===== src/rtl/mips_mem_pkg.sv =====
// -----------------------------------------------------------------------------
// mips_mem_pkg
// Shared types and defaults for the single-port memory arbiter of the
// pipelined MIPS core.
//   arb_state_e  : arbiter FSM state encoding
//   DEF_DATA_W   : default memory word width
//   DEF_ADDR_W   : default byte address width
// -----------------------------------------------------------------------------
package mips_mem_pkg;

    localparam int DEF_DATA_W = 32;
    localparam int DEF_ADDR_W = 32;

    typedef enum logic [1:0] {
        ARB_IDLE  = 2'd0,   // no access in flight
        ARB_D_ACC = 2'd1,   // load/store in flight
        ARB_I_ACC = 2'd2    // instruction fetch in flight
    } arb_state_e;

endpackage : mips_mem_pkg


===== src/rtl/ifetch_buf.sv =====
// -----------------------------------------------------------------------------
// ifetch_buf
// One-entry instruction buffer (valid, address, data) used by
// mem_port_arbiter when ARB_IBUF_EN is defined. It lets a hazard-stalled
// refetch of the same PC complete without touching memory.
// Ports:
//   clk, reset    : clock, synchronous active-high reset
//   i_load        : fetch completed this cycle; capture address and data
//   i_load_addr   : address of the completed fetch
//   i_load_data   : instruction word returned by memory
//   i_inval_req   : a store completed this cycle
//   i_inval_addr  : address of that store (snooped against the entry)
//   i_pc          : current fetch address
//   o_hit         : entry valid and its address equals i_pc
//   o_data        : buffered instruction word
// -----------------------------------------------------------------------------
module ifetch_buf
    import mips_mem_pkg::*;
#(
    parameter int DATA_W = DEF_DATA_W,
    parameter int ADDR_W = DEF_ADDR_W
) (
    input  logic              clk,
    input  logic              reset,
    input  logic              i_load,
    input  logic [ADDR_W-1:0] i_load_addr,
    input  logic [DATA_W-1:0] i_load_data,
    input  logic              i_inval_req,
    input  logic [ADDR_W-1:0] i_inval_addr,
    input  logic [ADDR_W-1:0] i_pc,
    output logic              o_hit,
    output logic [DATA_W-1:0] o_data
);

    logic              r_valid;
    logic [ADDR_W-1:0] r_addr;
    logic [DATA_W-1:0] r_data;

    always_ff @(posedge clk) begin
        if (reset) begin
            r_valid <= 1'b0;
        end else if (i_load) begin
            r_valid <= 1'b1;
        end else if (i_inval_req && (i_inval_addr == r_addr)) begin
            // Self-modifying code: a store over the buffered word kills it.
            r_valid <= 1'b0;
        end
    end

    // NOTE: the address/data storage has no reset; it is only observed
    // through r_valid, so resetting it would add logic for no behaviour.
    always_ff @(posedge clk) begin
        if (i_load) begin
            r_addr <= i_load_addr;
            r_data <= i_load_data;
        end
    end

    assign o_hit  = r_valid && (r_addr == i_pc);
    assign o_data = r_data;

endmodule : ifetch_buf


===== src/rtl/mem_port_arbiter.sv =====
// -----------------------------------------------------------------------------
// mem_port_arbiter
// Shares one single-ported unified instruction/data memory between the Fetch
// stage and the Memory stage. Accesses are serialised, data first, and a
// single pipeline-wide freeze (MemStall) is raised until every access needed
// by the current pipeline cycle has completed. Fetched instructions and load
// data are held in registers here until the pipeline advances.
//
// Build option: define ARB_IBUF_EN to add a one-entry instruction buffer
// (ifetch_buf) so that refetching the same PC while the pipeline is
// hazard-stalled costs no memory access. Without it every advance refetches.
//
// Ports:
//   clk, reset              : clock, synchronous active-high reset
//   IfetchReqF, PCF         : fetch request and address
//   MemReadM, MemWriteM     : load/store request (never both high)
//   ALUOutM, WriteDataM     : data address and store data
//   InstrF                  : fetched instruction
//   ReadDataM               : load result
//   MemStall                : freeze all pipeline registers
//   mem_req, mem_we         : memory request / write strobe
//   mem_addr, mem_wdata     : memory address / write data
//   mem_ready, mem_rdata    : memory completion / read data
// -----------------------------------------------------------------------------
module mem_port_arbiter
    import mips_mem_pkg::*;
#(
    parameter int DATA_W = DEF_DATA_W,
    parameter int ADDR_W = DEF_ADDR_W
) (
    input  logic              clk,
    input  logic              reset,
    input  logic              IfetchReqF,
    input  logic [ADDR_W-1:0] PCF,
    input  logic              MemReadM,
    input  logic              MemWriteM,
    input  logic [ADDR_W-1:0] ALUOutM,
    input  logic [DATA_W-1:0] WriteDataM,
    output logic [DATA_W-1:0] InstrF,
    output logic [DATA_W-1:0] ReadDataM,
    output logic              MemStall,
    output logic              mem_req,
    output logic              mem_we,
    output logic [ADDR_W-1:0] mem_addr,
    output logic [DATA_W-1:0] mem_wdata,
    input  logic              mem_ready,
    input  logic [DATA_W-1:0] mem_rdata
);

    arb_state_e        r_state;
    arb_state_e        w_state_next;

    logic              r_d_done;
    logic              r_i_done;
    logic              r_mem_we;
    logic [ADDR_W-1:0] r_mem_addr;
    logic [DATA_W-1:0] r_mem_wdata;
    logic [DATA_W-1:0] r_instr;
    logic [DATA_W-1:0] r_read_data;

    logic              w_data_pend;
    logic              w_fetch_pend;
    logic              w_stall;
    logic              w_launch_d;
    logic              w_launch_i;
    logic              w_d_cmpl;
    logic              w_i_cmpl;
    logic              w_ibuf_hit;

    // -------------------------------------------------------------------------
    // Optional instruction buffer
    // -------------------------------------------------------------------------
`ifdef ARB_IBUF_EN
    logic [DATA_W-1:0] w_ibuf_data;

    ifetch_buf #(
        .DATA_W (DATA_W),
        .ADDR_W (ADDR_W)
    ) u_ifetch_buf (
        .clk          (clk),
        .reset        (reset),
        .i_load       (w_i_cmpl),
        .i_load_addr  (r_mem_addr),
        .i_load_data  (mem_rdata),
        .i_inval_req  (w_d_cmpl && r_mem_we),
        .i_inval_addr (r_mem_addr),
        .i_pc         (PCF),
        .o_hit        (w_ibuf_hit),
        .o_data       (w_ibuf_data)
    );

    assign InstrF = w_ibuf_hit ? w_ibuf_data : r_instr;
`else
    assign w_ibuf_hit = 1'b0;
    assign InstrF     = r_instr;
`endif

    // -------------------------------------------------------------------------
    // Pending conditions and the pipeline freeze. The done flags remember
    // which accesses of the current (frozen) pipeline cycle are already served.
    // -------------------------------------------------------------------------
    assign w_data_pend  = (MemReadM || MemWriteM) && !r_d_done;
    assign w_fetch_pend = IfetchReqF && !r_i_done && !w_ibuf_hit;
    assign w_stall      = w_data_pend || w_fetch_pend;
    assign MemStall     = w_stall;

    // -------------------------------------------------------------------------
    // FSM: state register
    // -------------------------------------------------------------------------
    // NOTE: sequential state uses non-blocking assignments so every register
    // samples pre-edge values regardless of block ordering.
    always_ff @(posedge clk) begin
        if (reset) begin
            r_state <= ARB_IDLE;
        end else begin
            r_state <= w_state_next;
        end
    end

    // -------------------------------------------------------------------------
    // FSM: next state and access strobes. Data wins over fetch in IDLE.
    // -------------------------------------------------------------------------
    // NOTE: every output of this block is defaulted first so no path leaves
    // one unassigned (which would infer a latch).
    always_comb begin
        w_state_next = r_state;
        w_launch_d   = 1'b0;
        w_launch_i   = 1'b0;
        w_d_cmpl     = 1'b0;
        w_i_cmpl     = 1'b0;
        unique case (r_state)
            ARB_IDLE: begin
                if (w_data_pend) begin
                    w_state_next = ARB_D_ACC;
                    w_launch_d   = 1'b1;
                end else if (w_fetch_pend) begin
                    w_state_next = ARB_I_ACC;
                    w_launch_i   = 1'b1;
                end
            end
            ARB_D_ACC: begin
                if (mem_ready) begin
                    w_state_next = ARB_IDLE;
                    w_d_cmpl     = 1'b1;
                end
            end
            ARB_I_ACC: begin
                if (mem_ready) begin
                    w_state_next = ARB_IDLE;
                    w_i_cmpl     = 1'b1;
                end
            end
            default: begin
                w_state_next = ARB_IDLE;
            end
        endcase
    end

    // -------------------------------------------------------------------------
    // Request registers, result registers and done flags
    // -------------------------------------------------------------------------
    always_ff @(posedge clk) begin
        if (reset) begin
            r_mem_we    <= 1'b0;
            r_mem_addr  <= '0;
            r_mem_wdata <= '0;
            r_instr     <= '0;
            r_read_data <= '0;
            r_d_done    <= 1'b0;
            r_i_done    <= 1'b0;
        end else begin
            // Request fields are latched once at launch and held for the
            // whole access, independent of later input changes.
            if (w_launch_d) begin
                r_mem_addr  <= ALUOutM;
                r_mem_we    <= MemWriteM;
                r_mem_wdata <= WriteDataM;
            end else if (w_launch_i) begin
                r_mem_addr  <= PCF;
                r_mem_we    <= 1'b0;
            end

            if (w_d_cmpl && !r_mem_we) begin
                r_read_data <= mem_rdata;
            end
            if (w_i_cmpl) begin
                r_instr <= mem_rdata;
            end

            // A completion always happens with MemStall high, so the clear on
            // an advance cycle never collides with a set.
            if (!w_stall) begin
                r_d_done <= 1'b0;
                r_i_done <= 1'b0;
            end else begin
                if (w_d_cmpl) begin
                    r_d_done <= 1'b1;
                end
                if (w_i_cmpl) begin
                    r_i_done <= 1'b1;
                end
            end
        end
    end

    assign mem_req   = (r_state != ARB_IDLE);
    assign mem_we    = r_mem_we;
    assign mem_addr  = r_mem_addr;
    assign mem_wdata = r_mem_wdata;
    assign ReadDataM = r_read_data;

endmodule : mem_port_arbiter


===== config.mk =====
export PLATFORM = sky130hd
export DESIGN_NAME = mem_port_arbiter
export DESIGN_NICKNAME = d
export VERILOG_FILES = /design/src/rtl/mips_mem_pkg.sv /design/src/rtl/ifetch_buf.sv /design/src/rtl/mem_port_arbiter.sv
export SDC_FILE = /design/constraint.sdc
export NUM_CORES = 1
export LEC_CHECK = 0
export ABC_AREA = 1
export CORE_ASPECT_RATIO = 1.25
export CORE_MARGIN = 4
export CORE_UTILIZATION = 25
export CTS_BUF_LIST = sky130_fd_sc_hd__clkbuf_8
export DETAILED_ROUTE_END_ITERATION = 10
export GPL_ROUTABILITY_DRIVEN = 0
export MAX_ROUTING_LAYER = met4
export PLACE_DENSITY_LB_ADDON = 0.1
export SYNTH_ARGS = -nofsm -noshare
export SYNTH_HDL_FRONTEND = slang
export SYNTH_SLANG_ARGS = --single-unit
export TNS_END_PERCENT = 100

===== constraint.sdc =====
create_clock -name clk -period 2.15 [get_ports clk]
set_input_delay 0.3225 -clock clk [delete_from_list [all_inputs] [get_ports clk]]
set_output_delay 0.3225 -clock clk [all_outputs]
set_load 0.005 [all_outputs]

==> metrics.yaml <==
timing:
  hold_viol: 0
  finalCritPeriodShare_pct: 93.1
  tns_ns: 0
  hold_ws_ns: 0.428
  slew_headroom_pct: 72.5
  tightest_slew_ns: 0.412
  drv_slew: 0
  max_freq_mhz: 499
  rsz0062_at_grt: "no"
  min_period_ns: 2.00
  finalSetupViolations: 0
  skew_ns: 0.0165
global_routing:
  grt_pass1_vias: 5274
  grt_antenna_before_repair: 2
  grt_overflow_total: 0
  grt_max_degree: 62
  grt_pass1_wl_um: 29100
  grt_util_all_layers_pct: 15.2
critical_path:
  path_class: "flip-flop to primary output"
  required_ns: 1.83
  critPathMaxStageDelay_ns: 0.51
  crit_family: "buffers and inverters"
  critPathMaxFanout: 5
  cpMostUsedCell: "inv_1"
  timing.critical_path.buf_inv: 3
  cp_slowest_cell: "clkdlybuf4s50_1"
  worstSetupEndpointType: "primary output"
  cp.arrival_ns: 1.68
  crit_chain: "inv_1 > ha_4 > inv_1 > clkdlybuf4s50_1"
  cp-start-kind: "flip-flop"
floorplan:
  die_h_um: 175
  core_sq_um: 21800
  initial_core_util_pct: 25.7
  die_x_um: 142
  io_pins: 265
  rows: 60
  die-area_sq_um: 24900
clock_tree:
  cts_sinks: 133
  clkTransAtPathRegs_ns: 0.09
  h-tree-depth: 4
  clk_latency_ns: 0.45
  cts_buffers: 17
  cts_buffer_depth: 2
  cts_tree: "done"
  cts_root_buffer: "clkbuf_8"
placed_design:
  dpl.cell_count: 1311
  placed_cell_area_sq_um: 8510
  port_buffers: 264
  hpwl_um: 13400
routing:
  drc_errors: 0
  drt_first_pass_iters: 4
  drt_wl_total_um: 18900
  antenna_left: 0
  wire_per_inst_um: 14.1
  via_per_inst: 4.06
  first_iter_violations: 159
  vias: 5460
logic_synthesis:
  synth_xor_area_share_pct: 0
  synth_nets: 933
  ys_seq_area_share_pct: 47.6
  ys_warn_count: 0
  syn_area_sq_um: 5600
  synthCells: 796
  syn_area_per_cell_sq_um: 7.03
  synth_top_family_by_area: "simple AND/OR/NAND/NOR gates"
  synth-seq-cells: 133
  synthMuxAreaShare_pct: 0
  synthAdderAreaFrac_pct: 0.671
  synthSimpleGateAreaFrac_pct: 26.6
  ys_types: 23
  synth_compound_area_share_pct: 12.7
pwr:
  vdd_drop_max_uv: 372
  powerDensity_nw_per_um2: 768
  p_leak_nw: 3.86
min_path:
  hold_class: "input port to flip-flop"
layout:
  layout-drive-gt1-share_pct: 8.74
  fin_cells: 1345
  finalInstanceArea_sq_um: 8920
  finalNetCount: 1188
  syn_to_final_growth_pct: 59.4
job:
  drv_cap: 0
outcome:
  status: "complete, no violations"
[per-layer routing]
metal / share of wire [%] / up-vias / GRT usage, %
met4: 3.2 / 0 / 6.08
met1: 44 / 2339 / 18.3
li1: - / 2905 / -
met3: 7.3 / 29 / 5.07
met5: 0 / - / -
met2: 46 / 187 / 23.3
[cell type report]
type | instances | area [sq um]
clock buffer | 17 | 234
tap | 279 | 349
inverter | 110 | 413
sequential | 133 | 2660
fill | 2309 | 12800
antenna | 2 | 5.00
multi-input combinational | 507 | 2240
timing repair buffer | 282 | 2850
clock inverter | 15 | 161
[stage by stage]
step	util, %	setup WS, ns	power, mW
floorplan	-	0.793	3.86
global placement	39.1	0.207	4.85
detailed placement	39.1	0.202	4.86
CTS	40.9	0.0422	7.03
global route	41.0	0.0149	7.34
finish	41.0	0.147	6.85
[cells in the mapped netlist (all sizes together)]
| master | n | area, sq um |
|---|---|---|
| a21oi | 69 | 372 |
| inv | 109 | 409 |
| clkinv | 1 | 3.75 |
| dfxtp | 133 | 2660 |
| clkbuf | 18 | 67.6 |
| buf | 28 | 221 |
| o21ai | 65 | 337 |
| nand2 | 206 | 838 |
| nand4 | 1 | 6.26 |
| nand3 | 2 | 15.0 |
| ha | 3 | 37.5 |
| nor2 | 161 | 627 |
[sequential cells by signal (all words and copies together) (netlist names)]
register	cells
ReadDataM	32
r_state	2
mem_we	1
r_i_done	1
InstrF	32
mem_addr	32
r_d_done	1
mem_wdata	32
[where the power goes]
| group | leakage, nW | internal [mW] | switching [mW] |
|---|---|---|---|
| logic | 2.57 | 1.02 | 0.898 |
| clock network | 0.194 | 0.876 | 1.20 |
| registers | 1.09 | 2.73 | 0.129 |
| total | 3.86 | 4.62 | 2.23 |
[layout by cell type, fill, tap and decap left out, drive strengths merged]
cell type / instances
clkdlybuf4s50: 264
nand2: 206
nor2: 161
dfxtp: 133
inv: 118
a21oi: 69
o21ai: 65
buf: 18
clkbuf: 17
clkinv: 5
ha: 3
diode: 2
clkinvlp: 2
nand3: 2
nand4: 1
[what timing repair did]
| item | 4_1_cts | 5_1_grt |
|---|---|---|
| buffers inserted | 0 | 0 |
| endpoints found under the setup margin | 1 | 1 |
| gates resized for setup | 1 | 1 |
| hold buffers | 0 | 0 |
[logic make-up (layout without fill, tap and decap cells)]
kind of cell,Yosys count,after routing
flops,133,133
buf+inv,156,424
other cells,0,2
compound gates,134,134
simple gates,370,370
fa+ha+maj,3,3
[worst reg2reg max path, stage by stage, from the launching register on]
cell	delay, ns
dfxtp_1	0.38
inv_1	0.10
ha_1	0.21
nand2_1	0.07
buf_4	0.27
inv_1	0.10
buf_4	0.21
nor2_1	0.11
nor2_1	0.05
[path summary, 6_finish.rpt]
path                        from            end  slack [ns]  cells past startpoint
setup / recovery      r_state[0]        mem_req        0.15                      4
hold / removal    WriteDataM[28]  mem_wdata[28]        0.43                      3
setup reg to reg      r_state[0]     InstrF[21]        0.54                      8
hold reg to reg         r_i_done       r_i_done        0.46                      2
Power figures use the tool's default switching activity.
